File: src/rtl/reg_block_sequencer.sv
// Multi-cycle control sequencer for the mary/shelley/comp/ra register block, ALU, PC and memory.
// Control outputs are decoded from the current state and the opcode latched in DECODE.
module reg_block_sequencer (
  input  logic        clock,
  input  logic        reset,
  input  logic        run,
  input  logic [15:0] instr,
  input  logic        comp_zero,
  output logic        ir_write,
  output logic        mdr_write,
  output logic        pc_write,
  output logic        pc_src,
  output logic        mem_read,
  output logic        mem_write,
  output logic        mem_addr_src,
  output logic [1:0]  alu_op,
  output logic        mary_write,
  output logic        shelley_write,
  output logic        comp_write,
  output logic        ra_write,
  output logic [2:0]  mary_src,
  output logic [1:0]  shelley_src,
  output logic        ra_src,
  output logic        halted,
  output logic        illegal
);

  typedef enum logic [2:0] {
    IDLE   = 3'd0,
    FETCH  = 3'd1,
    DECODE = 3'd2,
    EXEC   = 3'd3,
    MEM    = 3'd4,
    WB     = 3'd5,
    HALT   = 3'd6
  } state_t;

  localparam logic [3:0] OP_LDM  = 4'h0;
  localparam logic [3:0] OP_LIM  = 4'h1;
  localparam logic [3:0] OP_ADD  = 4'h2;
  localparam logic [3:0] OP_SUB  = 4'h3;
  localparam logic [3:0] OP_CMP  = 4'h4;
  localparam logic [3:0] OP_MVS  = 4'h5;
  localparam logic [3:0] OP_MVM  = 4'h6;
  localparam logic [3:0] OP_LIS  = 4'h7;
  localparam logic [3:0] OP_LDS  = 4'h8;
  localparam logic [3:0] OP_JAL  = 4'h9;
  localparam logic [3:0] OP_LDRA = 4'hA;
  localparam logic [3:0] OP_STM  = 4'hB;
  localparam logic [3:0] OP_BEQZ = 4'hC;
  localparam logic [3:0] OP_ILLD = 4'hD;
  localparam logic [3:0] OP_ILLE = 4'hE;
  localparam logic [3:0] OP_HALT = 4'hF;

  state_t     state_r;
  state_t     state_next_s;
  state_t     end_next_s;
  logic [3:0] opcode_r;
  logic [3:0] dec_op_s;
  logic       illegal_r;
  logic       exec_illegal_s;

  assign dec_op_s       = instr[15:12];
  assign end_next_s     = run ? FETCH : IDLE;
  assign exec_illegal_s = (state_r == EXEC) && ((opcode_r == OP_ILLD) || (opcode_r == OP_ILLE));
  // illegal shows during the offending EXEC cycle and stays latched afterwards
  assign illegal        = illegal_r | exec_illegal_s;
  assign halted         = (state_r == HALT);

  // State, latched opcode and sticky illegal flag
  always_ff @(posedge clock or posedge reset) begin
    if (reset) begin
      state_r   <= IDLE;
      opcode_r  <= 4'h0;
      illegal_r <= 1'b0;
    end else begin
      state_r <= state_next_s;
      if (state_r == DECODE) begin
        opcode_r <= dec_op_s;
      end
      if (exec_illegal_s) begin
        illegal_r <= 1'b1;
      end
    end
  end

  // Next-state and control decode
  always_comb begin
    state_next_s  = state_r;
    ir_write      = 1'b0;
    mdr_write     = 1'b0;
    pc_write      = 1'b0;
    pc_src        = 1'b0;
    mem_read      = 1'b0;
    mem_write     = 1'b0;
    mem_addr_src  = 1'b0;
    alu_op        = 2'b00;
    mary_write    = 1'b0;
    shelley_write = 1'b0;
    comp_write    = 1'b0;
    ra_write      = 1'b0;
    mary_src      = 3'b000;
    shelley_src   = 2'b00;
    ra_src        = 1'b0;
    case (state_r)
      IDLE: begin
        if (run) begin
          state_next_s = FETCH;
        end else begin
          state_next_s = IDLE;
        end
      end
      FETCH: begin
        mem_read     = 1'b1;
        ir_write     = 1'b1;
        pc_write     = 1'b1;
        state_next_s = DECODE;
      end
      DECODE: begin
        case (dec_op_s)
          OP_LDM, OP_LDS, OP_LDRA, OP_STM: state_next_s = MEM;
          OP_HALT:                         state_next_s = HALT;
          default:                         state_next_s = EXEC;
        endcase
      end
      EXEC: begin
        state_next_s = end_next_s;
        case (opcode_r)
          OP_ADD: begin mary_write = 1'b1; mary_src = 3'b001; alu_op = 2'b00; end
          OP_SUB: begin mary_write = 1'b1; mary_src = 3'b001; alu_op = 2'b01; end
          OP_CMP: begin comp_write = 1'b1; alu_op = 2'b01; end
          OP_LIM: begin mary_write = 1'b1; mary_src = 3'b011; end
          OP_LIS: begin shelley_write = 1'b1; shelley_src = 2'b01; end
          OP_MVS: begin shelley_write = 1'b1; shelley_src = 2'b10; end
          OP_MVM: begin mary_write = 1'b1; mary_src = 3'b010; end
          OP_JAL: begin ra_write = 1'b1; ra_src = 1'b1; pc_write = 1'b1; pc_src = 1'b1; end
          OP_BEQZ: begin pc_write = comp_zero; pc_src = 1'b1; end
          default: begin end
        endcase
      end
      MEM: begin
        mem_addr_src = 1'b1;
        if (opcode_r == OP_STM) begin
          mem_write    = 1'b1;
          state_next_s = end_next_s;
        end else begin
          mem_read     = 1'b1;
          mdr_write    = 1'b1;
          state_next_s = WB;
        end
      end
      WB: begin
        state_next_s = end_next_s;
        case (opcode_r)
          OP_LDM:  mary_write    = 1'b1;
          OP_LDS:  shelley_write = 1'b1;
          OP_LDRA: ra_write      = 1'b1;
          default: begin end
        endcase
      end
      HALT: begin
        state_next_s = HALT;
      end
      default: begin
        state_next_s = IDLE;
      end
    endcase
  end

endmodule

File: config.mk
export PLATFORM = sky130hd
export DESIGN_NAME = reg_block_sequencer
export DESIGN_NICKNAME = d
export VERILOG_FILES = /design/src/rtl/reg_block_sequencer.sv
export SDC_FILE = /design/constraint.sdc
export NUM_CORES = 1
export LEC_CHECK = 0
export CORE_MARGIN = 4
export CORE_UTILIZATION = 40
export DETAILED_ROUTE_END_ITERATION = 12
export PLACE_DENSITY = 0.95
export SLEW_MARGIN = 5
export SYNTH_ARGS = -nofsm -noshare
export SYNTH_HDL_FRONTEND = slang
export SYNTH_SLANG_ARGS = --single-unit
File: constraint.sdc
create_clock -name clock -period 3.5 [get_ports clock]
set_input_delay 0.525 -clock clock [delete_from_list [all_inputs] [get_ports clock]]
set_output_delay 0.525 -clock clock [all_outputs]
set_load 0.03 [all_outputs]
==> impl_metrics.csv, run 1 <==
group,metric,value,unit
status,status,"finished clean",
routing,firstDrtPassIters,4,
clocking,htreeDepth,1,
routing,wl_met1,763,um
global_routing,grt_start_max_net_pins,16,
clocking,cts_buffers,3,
layout,nNetsFinal,129,
sta,maxSlewViolCount,0,
sta,period_needed,2.84,ns
sta,clock.fmax,352,MHz
die,die-height,49.9,um
routing,wirelength,1.71,mm
sta,finalHoldViolCount,0,
clocking,hold_buffers,0,
global_routing,grt_use_total,14.4,%
clocking,path_clk_slew,0.05,ns
clocking,post_cts_buffers,0,
layout,drive_above_1_share,11.2,%
setup_path,path_max_fanout,15,
synth,synth_cells,86,
global_routing,antenna_found_initial,0,
placed_design,io_buffers,26,
clocking,cts.sinks,8,
routing,post_drt_wl_per_cell,13.9,um
power_and_ir_drop,p_total,799,uW
die,die_x,49.9,um
synth,ys_ff_latch,8,
layout,final_cell_mix,"clkdlybuf4s50_1, dfrtp_1, nor2_1",
routing,drc_errors,0,
die,die-area,2490,sq um
sta,finalCritPeriodShare,81.1,%
worst_hold_path,hold_path.class,"reg -> reg",
layout,fin_cells,123,
layout,num-fill-cells,148,
setup_path,crit_arrival,2.31,ns
placed_design,place_hpwl,1.29,mm
clocking,max-clock-path-buffers,2,
placed_design,gp_congestion,0.837,
routing,ant_nets,0,
routing,via_per_inst,5.69,
clocking,clkLatencyLatePin,0.26,ns
setup_path,critPathCaptureType,"primary output",
layout,final_common_cell,"clkdlybuf4s50_1",
power_and_ir_drop,power.density,831,nW/um^2
routing,drtIter0Drc,17,
sta,clock_skew,0.00705,ns
synth,ys_types,38,
sta,finalSetupViolations,0,
clocking,root_buffer,"clkbuf_4",
sta,tns,0,ns
placed_design,dp_cells,120,
synth,netlist_area,703,sq um
layout,syn_to_final_growth,36.7,%
global_routing,grt_pass1_vias,675,
setup_path,worstPathRequired,2.97,ns
setup_path,critPathLaunchType,"flop",
layout,fin_util,61.0,%
die,ios,41,
routing,dr.max_layer_used,"met4",
job,maxCapViolCount,0,
clocking,cts_tree,"yes",
die,core_area,1580,sq um
synth,seq_area_frac_synth,28.5,%
sta,fin_hold_ws,0.483,ns
die,row_count,14,
synth,yosys_warnings,0,
layout,n_antenna_cell,0,
sta,grt_setup_unrepaired,"no",
global_routing,grt_overflow,0,
routing,routed-wl-met3,92,um
global_routing,grt_pass1_wl,2.88,mm
setup_path,crit_type,"reg -> out",
power_and_ir_drop,p_leak,0.398,nW
power_and_ir_drop,vdd_drop_max,505,uV
synth,postSynthAreaPerCell,8.18,sq um
routing,via_count,700,
die,start_util,44.6,%
routing,wl_met2,821,um
clocking,postCtsResizedCells,0,
[worst paths after layout]
path                                             from                      end  slack (ns)  cells after the start
worst min register to register  illegal_r$_DFFE_PP0P_    illegal_r$_DFFE_PP0P_        0.48                      1
min in group asynchronous                       reset    illegal_r$_DFFE_PP0P_        0.50                      2
worst max register to register   state_r[1]$_DFF_PP0_  opcode_r[2]$_DFFE_PP0P_        2.07                      3
worst min-delay path            illegal_r$_DFFE_PP0P_    illegal_r$_DFFE_PP0P_        0.48                      1
max in group asynchronous                       reset  opcode_r[2]$_DFFE_PP0P_        2.77                      2
worst max-delay path             state_r[2]$_DFF_PP0_              mary_src[0]        0.66                      4
[synthesized netlist by cell type]
cell type	instances	area [sq um]
o211ai_1	1	7.51
nand3_1	3	15.0
nand2b_1	2	12.5
a21oi_1	4	20.0
nor3_1	2	10.0
o21ba_2	1	10.0
nand4b_1	1	8.76
and3_1	3	18.8
conb_1	1	3.75
dfrtp_1	8	200
buf_2	6	30.0
clkbuf_1	1	3.75
and2_1	1	6.26
or3b_1	1	8.76
or3_1	1	6.26
inv_1	5	18.8
nor4bb_1	1	10.0
nor2b_1	6	37.5
nand4bb_1	1	11.3
a211oi_1	1	7.51
nand2_1	4	15.0
nor3b_1	2	15.0
nor2_1	7	26.3
o31ai_1	2	15.0
buf_4	2	15.0
nor3_2	1	10.0
o221a_2	1	11.3
mux2_2	4	45.0
nor4b_1	1	8.76
nor4_1	2	12.5
o21ai_0	2	10.0
mux2i_1	1	10.0
and3b_1	1	8.76
o211a_1	1	10.0
xor2_1	1	8.76
a41o_1	2	20.0
nor2_2	1	6.26
or3b_2	1	8.76
[per-layer routing]
| layer | track usage (%) | vias to the layer above |
|---|---|---|
| li1 | - | 342 |
| met3 | 3.92 | 4 |
| met4 | 5.53 | 0 |
| met2 | 24.2 | 29 |
| met1 | 17.2 | 325 |
| met5 | 0 | - |
[registers in the layout (all words and copies together) (netlist names)]
register   count
opcode_r       4
state_r        3
illegal_r      1
[worst max-delay path: stages, from the launching register on]
cell,delay [ns]
dfrtp_1,0.52
nand2b_1,0.24
or3b_1,0.45
nor3_2,0.16
clkdlybuf4s50_1,0.69
[metrics by stage]
| stage | instance area [sq um] | setup WS, ns |
|---|---|---|
| 2_1_floorplan | 707 | 1.21 |
| 3_3_place_gp | 938 | 0.969 |
| 3_5_place_dp | 938 | 0.936 |
| 4_1_cts | 961 | 0.647 |
| 5_1_grt | 961 | 0.568 |
| 6_report | 961 | 0.663 |
[logic make-up (layout without fill, tap and decap cells)]
logic type	count (synthesis)	after routing	share of synthesized area [%]
and+or+nand+nor	42	42	36.5
AOI/OAI and AO/OA	15	15	15.8
buffers and inverters	14	34	9.61
other	1	2	0.533
DFF	8	8	28.5
muxes	5	5	7.83
xor gates and xnor gates	1	1	1.25
[final cells by class]
class	count	area, sq um	share of cell area, %
multi-input cells	65	439	45.7
repair buffers	26	260	27.1
flip-flops and latches	8	200	20.8
clock buffers	3	22.5	2.34
well taps	16	20.0	2.08
inverters	5	18.8	1.95
[power breakdown]
group          switching (mW)  internal, mW
logic                   0.256         0.217
clock network          0.0304        0.0392
registers               0.118         0.138
total                   0.404         0.395
Power figures use the tool's default switching activity.
==> run 2: changes to the inputs <==
--- a/config.mk
+++ b/config.mk
@@ -6,9 +6,9 @@
 export NUM_CORES = 1
 export LEC_CHECK = 0
 export CORE_MARGIN = 4
-export CORE_UTILIZATION = 40
+export CORE_UTILIZATION = 33
 export DETAILED_ROUTE_END_ITERATION = 12
-export PLACE_DENSITY = 0.95
+export PLACE_DENSITY = 0.85
 export SLEW_MARGIN = 5
 export SYNTH_ARGS = -nofsm -noshare
 export SYNTH_HDL_FRONTEND = slang
==> constraint.sdc (replaced) <==
create_clock -name clock -period 2.4 [get_ports clock]
set_input_delay 0.36 -clock clock [delete_from_list [all_inputs] [get_ports clock]]
set_output_delay 0.36 -clock clock [all_outputs]
set_load 0.03 [all_outputs]
==> run 2 against run 1 <==
Effect of this change:
- sequential power up 29%
- die area up 18%
- combinational power up 58%
- first-iteration DRC count down 65%
- power up 48%
- critical path depth unchanged
- largest cell class unchanged
==> impl_metrics.csv, run 2 (same netlist as run 1, synthesis figures left out) <==
group,metric,value,unit
setup_path,critPathLaunchType,"flop",
layout,n_antenna_cell,0,
layout,drive_above_1_share,16.2,%
placed_design,place_hpwl,1.33,mm
routing,post_drt_wl_per_cell,12.4,um
sta,finalHoldViolCount,0,
die,die_x,54.2,um
setup_path,crit_arrival,1.93,ns
layout,fin_cells,138,
clocking,path_clk_slew,0.06,ns
sta,maxSlewViolCount,0,
layout,nNetsFinal,133,
setup_path,r2r_cells,4,
global_routing,antenna_found_initial,0,
clocking,root_buffer,"clkbuf_4",
clocking,hold_buffers,0,
power_and_ir_drop,vdd_drop_max,457,uV
worst_hold_path,hold_path.class,"in -> async",
clocking,cts.sinks,8,
die,row_count,16,
setup_path,r2r_start,"state_r[2]$_DFF_PP0_",
clocking,cts_tree,"yes",
status,status,"finished clean",
global_routing,grt_overflow,0,
sta,clock.fmax,438,MHz
global_routing,grt_use_total,12.7,%
clocking,max-clock-path-buffers,2,
routing,drc_errors,0,
global_routing,grt_pass1_wl,2.72,mm
global_routing,grt_start_max_net_pins,14,
die,die-height,54.2,um
sta,period_needed,2.29,ns
job,maxCapViolCount,0,
layout,syn_to_final_growth,42.9,%
die,die-area,2930,sq um
power_and_ir_drop,power.density,1180,nW/um^2
placed_design,gp_congestion,0.728,
layout,largest-register,"opcode_r",
routing,firstDrtPassIters,4,
sta,tns,0,ns
placed_design,io_buffers,26,
layout,largest_reg_flops,4,
die,ios,41,
setup_path,worstPathRequired,2.04,ns
layout,final_common_cell,"dlygate4sd2_1",
die,start_util,35.1,%
power_and_ir_drop,p_total,1.18,mW
clocking,htreeDepth,1,
clocking,cts_buffers,3,
sta,finalSetupViolations,0,
layout,fin_util,50.2,%
placed_design,dp_cells,135,
layout,final_cell_mix,"dlygate4sd2_1, clkdlybuf4s50_1, nor2_1, dfrtp_1, nor2b_1",
setup_path,path_max_fanout,10,
global_routing,grt_pass1_vias,659,
layout,final_area,1000,sq um
sta,finalCritPeriodShare,95.2,%
power_and_ir_drop,p_leak,0.527,nW
placed_design,placed_cell_area,982,sq um
layout,reg_top3,"opcode_r (4), state_r (3), illegal_r (1)",
routing,drtIter0Drc,6,
die,core_area,2000,sq um
setup_path,critPathLaunch,"opcode_r[3]$_DFFE_PP0P_",
routing,via_per_inst,5.11,
clocking,clkLatencyLatePin,0.26,ns
setup_path,critPathCaptureType,"primary output",
routing,ant_nets,0,
sta,clock_skew,0.00445,ns
routing,wirelength,1.71,mm
sta,grt_setup_unrepaired,"no",
routing,via_count,705,
setup_path,crit_type,"reg -> out",
run 2: cell types whose count changed in the layout (fill, tap and decap cells not counted), sizes merged:
cell | previous run | this run
clkdlybuf4s50 | 26 | 11
buf | 0 | 4
dlymetal6s2s | 0 | 3
dlygate4sd2 | 0 | 12
run 2: path summary, 6_finish.rpt:
check / to / slack [ns]
worst max-delay path: mem_read / 0.11
worst min-delay path: state_r[1]$_DFF_PP0_ / 0.34
worst max register to register: state_r[0]$_DFF_PP0_ / 0.97
worst min register to register: illegal_r$_DFFE_PP0P_ / 0.48
max in group asynchronous: opcode_r[2]$_DFFE_PP0P_ / 1.80
min in group clock: illegal_r$_DFFE_PP0P_ / 0.48
run 2: stage by stage:
| stage | hold slack, ns | setup slack (ns) |
|---|---|---|
| 6_report | 0.345 | 0.115 |
| 5_1_grt | 0.377 | 0.00639 |
| 4_1_cts | 0.357 | 0.00443 |
| 3_5_place_dp | 0.470 | 0.119 |
| 3_3_place_gp | 0.451 | 0.157 |
| 2_1_floorplan | 0.176 | 0.272 |
run 2: area by class of cell:
cell class                 count  area, sq um
clock buffer                   3         22.5
fill                         202          997
inverter                       5         18.8
multi-input combinational     65          445
sequential                     8          201
tap                           27         33.8
timing repair buffer          30          283
run 2: report_power, final:
part	total, mW	leakage, nW	internal [mW]	switching, mW
clock network	0.106	0.0138	0.0574	0.0484
registers	0.331	0.0953	0.204	0.127
logic	0.746	0.418	0.332	0.413
total	1.18	0.527	0.594	0.588
run 2: critical path, stage by stage, from the launching register on:
cell	delay, ns
dfrtp_1	0.49
nand4b_1	0.24
nand3_1	0.10
a21oi_1	0.15
clkdlybuf4s50_1	0.68
run 2: what timing repair did:
action	in CTS	in global routing
endpoints found under the setup margin	13	2
resized for setup	13	4
cloned	0	0
setup buffers	0	0
run 2: metal layers:
layer / vias up / wire length, um / GRT usage [%]
met5: - / 0 / 0
met4: 0 / 31 / 8.30
met3: 3 / 103 / 1.94
met2: 24 / 826 / 21.3
met1: 326 / 745 / 14.7
li1: 352 / - / -
==> patch: new RTL, settings of run 2 <==
Register the inputs `run`, `instr` and `comp_zero` before use, cleared by the reset. The logic sees them one clock later.
--- a/src/rtl/reg_block_sequencer.sv
+++ b/src/rtl/reg_block_sequencer.sv
@@ -52,6 +52,22 @@
   localparam logic [3:0] OP_ILLE = 4'hE;
   localparam logic [3:0] OP_HALT = 4'hF;
 
+  logic run_q;
+  logic [15:0] instr_q;
+  logic comp_zero_q;
+
+  always_ff @(posedge clock or posedge reset) begin
+    if (reset) begin
+      run_q       <= '0;
+      instr_q     <= '0;
+      comp_zero_q <= '0;
+    end else begin
+      run_q       <= run;
+      instr_q     <= instr;
+      comp_zero_q <= comp_zero;
+    end
+  end
+
   state_t     state_r;
   state_t     state_next_s;
   state_t     end_next_s;
@@ -60,8 +76,8 @@
   logic       illegal_r;
   logic       exec_illegal_s;
 
-  assign dec_op_s       = instr[15:12];
-  assign end_next_s     = run ? FETCH : IDLE;
+  assign dec_op_s       = instr_q[15:12];
+  assign end_next_s     = run_q ? FETCH : IDLE;
   assign exec_illegal_s = (state_r == EXEC) && ((opcode_r == OP_ILLD) || (opcode_r == OP_ILLE));
   // illegal shows during the offending EXEC cycle and stays latched afterwards
   assign illegal        = illegal_r | exec_illegal_s;
@@ -104,7 +120,7 @@
     ra_src        = 1'b0;
     case (state_r)
       IDLE: begin
-        if (run) begin
+        if (run_q) begin
           state_next_s = FETCH;
         end else begin
           state_next_s = IDLE;
@@ -134,7 +150,7 @@
           OP_MVS: begin shelley_write = 1'b1; shelley_src = 2'b10; end
           OP_MVM: begin mary_write = 1'b1; mary_src = 3'b010; end
           OP_JAL: begin ra_write = 1'b1; ra_src = 1'b1; pc_write = 1'b1; pc_src = 1'b1; end
-          OP_BEQZ: begin pc_write = comp_zero; pc_src = 1'b1; end
+          OP_BEQZ: begin pc_write = comp_zero_q; pc_src = 1'b1; end
           default: begin end
         endcase
       end
Function: changed (Yosys sat finds a counterexample within 4 cycles, from zero or initial values and one cycle with reset high).
==> patch against run 2 <==
Worst setup slack gained 0.013 ns; clock power increased by 53%; sequential cell count up 6; total power up 19%; final area increased by 18%; critical path depth unchanged; synthesized area rose by 26%; routed wire length grew 16%.
==> patch: results (changes against run 2) <==
metric,value,unit,change
critical register-to-register path endpoint,opcode_r[3],,was state_r[0]
Worst Clk Skew,0.00190,ns,was 0.00445 ns
Reg2Reg Launch Point,state_r[0],,was state_r[2]
cells after synthesis,91,,was 86
worst setup path start,state_r[2],,was opcode_r[3]
sequential share of the synthesized area,39.6,%,was 28.5%
largest net degree at the start of global routing,15,,was 14
Placed Instances,145,,was 135
Cell variety after synth,35,,was 38
Post-synth top cells,"14 x dfrtp_1, 7 x nor2_1, 6 x nor2b_1",,"was 8 x dfrtp_1, 7 x nor2_1, 6 x buf_2, 6 x nor2b_1, 5 x inv_1"
DRT Wirelength,1970,µm,was 1710 µm
peak supply drop,0.770,mV,was 0.457 mV
initial DRC count,22,,was 6
layout cell share with drive strength beyond 1,18.5,%,was 16.2%
WP data arrival,1.91,ns,was 1.93 ns
"CTS clk-pin slew, worst paths",0.08,ns,was 0.06 ns
global-route wire length before repair,3110,µm,was 2720 µm
Area contributors post-synth,"dfrtp_1 40%, mux2_2 5.1%, nor2b_1 4.2%",,"was dfrtp_1 28%, mux2_2 6.4%, nor2b_1 5.3%"
vias in the first global route,720,,was 659
Leak Pwr,0.621,nW,was 0.527 nW
fin crit share,94.7,%,was 95.2%
"setup slack, reg-to-reg",1.05,ns,was 0.97 ns
Total GRT Usage,11.7,%,was 12.7%
peak fanout along the critical path,7,,was 10
worst slack at placement,0.139,ns,was 0.119 ns
Fillers,243,,was 202
HPWL after detailed placement,1490,µm,was 1330 µm
"Async S/R FF share, synth",100,%,unchanged
total setup buffers inserted after CTS,0,,unchanged
Largest regs,"instr_q x4, opcode_r x4, state_r x3",,"was opcode_r x4, state_r x3, illegal_r x1"
Vias,773,,was 705
routability cong.,0.766,,was 0.728
# nets final,140,,was 133
worst setup path endpoint,mary_src[0],,was mem_read
status,"finished, final reports clean",,unchanged
patch: changes by cell type after synthesis, sizes merged, moves of 2 or more:
| cell | change |
|---|---|
| dfrtp | +6 |
| o21ai | +3 |
| and2b | +2 |
| and3 | -2 |
| nand2b | +2 |
| nand3 | -2 |
| nand3b | +2 |
| nand4b | +2 |
| o31ai | -2 |
| or3 | +2 |
| or3b | -2 |
patch: cells by family after synthesis:
group / count (synthesis) / share of synthesized area, %
buffers and inverters: 12 / 9.76
and+or+nand+nor: 42 / 29.7
AOI/OAI and AO/OA: 15 / 12.2
xor gates and xnor gates: 1 / 0.990
muxes: 6 / 7.35
DFF: 14 / 39.6
other: 1 / 0.424
patch: worst max-delay path, stage by stage, from the launching register on:
cell and delay (ns):
dfrtp_1 0.41, nand2b_1 0.17, or3_1 0.46, nor3_2 0.18
dlygate4sd2_1 0.41
patch: worst min-delay path by stage:
| stage | startpoint | to | slack [ns] |
|---|---|---|---|
| after global placement | illegal_r | illegal_r | 0.45 |
| after global routing | reset | instr_q[14] | 0.45 |
| after detailed placement | illegal_r | illegal_r | 0.47 |
| after CTS | reset | state_r[0] | 0.42 |
| after floorplan | reset | comp_zero_q | 0.25 |
| final | reset | state_r[1] | 0.42 |
patch: power by group:
group          internal [mW]  switching (mW)
clock                 0.0921          0.0703
sequential             0.311           0.131
combinational          0.346           0.458
total                  0.748           0.659
patch: routing by layer:
| metal | vias to the layer above | share of wire, % | GRT usage [%] |
|---|---|---|---|
| met1 | 368 | 41 | 13.3 |
| met2 | 26 | 50 | 19.3 |
| met4 | 0 | 3.4 | 8.86 |
| li1 | 373 | - | - |
| met3 | 6 | 5.4 | 2.16 |
| met5 | - | 0 | 0 |
patch: what timing repair did:
item	CTS	global route
resized for setup	13	5
endpoints found under the setup margin	12	5
hold buffers	0	0
patch: area by class of cell:
| type | instances | share of cell area [%] |
|---|---|---|
| Multi-Input combinational cell | 66 | 38.0 |
| Sequential cell | 14 | 29.5 |
| Timing Repair Buffer | 31 | 24.8 |
| Tap cell | 30 | 3.15 |
| Clock buffer | 4 | 3.05 |
| Inverter | 4 | 1.47 |
patch: stage by stage:
step	hold WS, ns	area [µm²]
after detailed placement	0.471	1150
after floorplan	0.249	888
final	0.416	1190
after global routing	0.454	1190
after CTS	0.421	1180
after global placement	0.452	1150
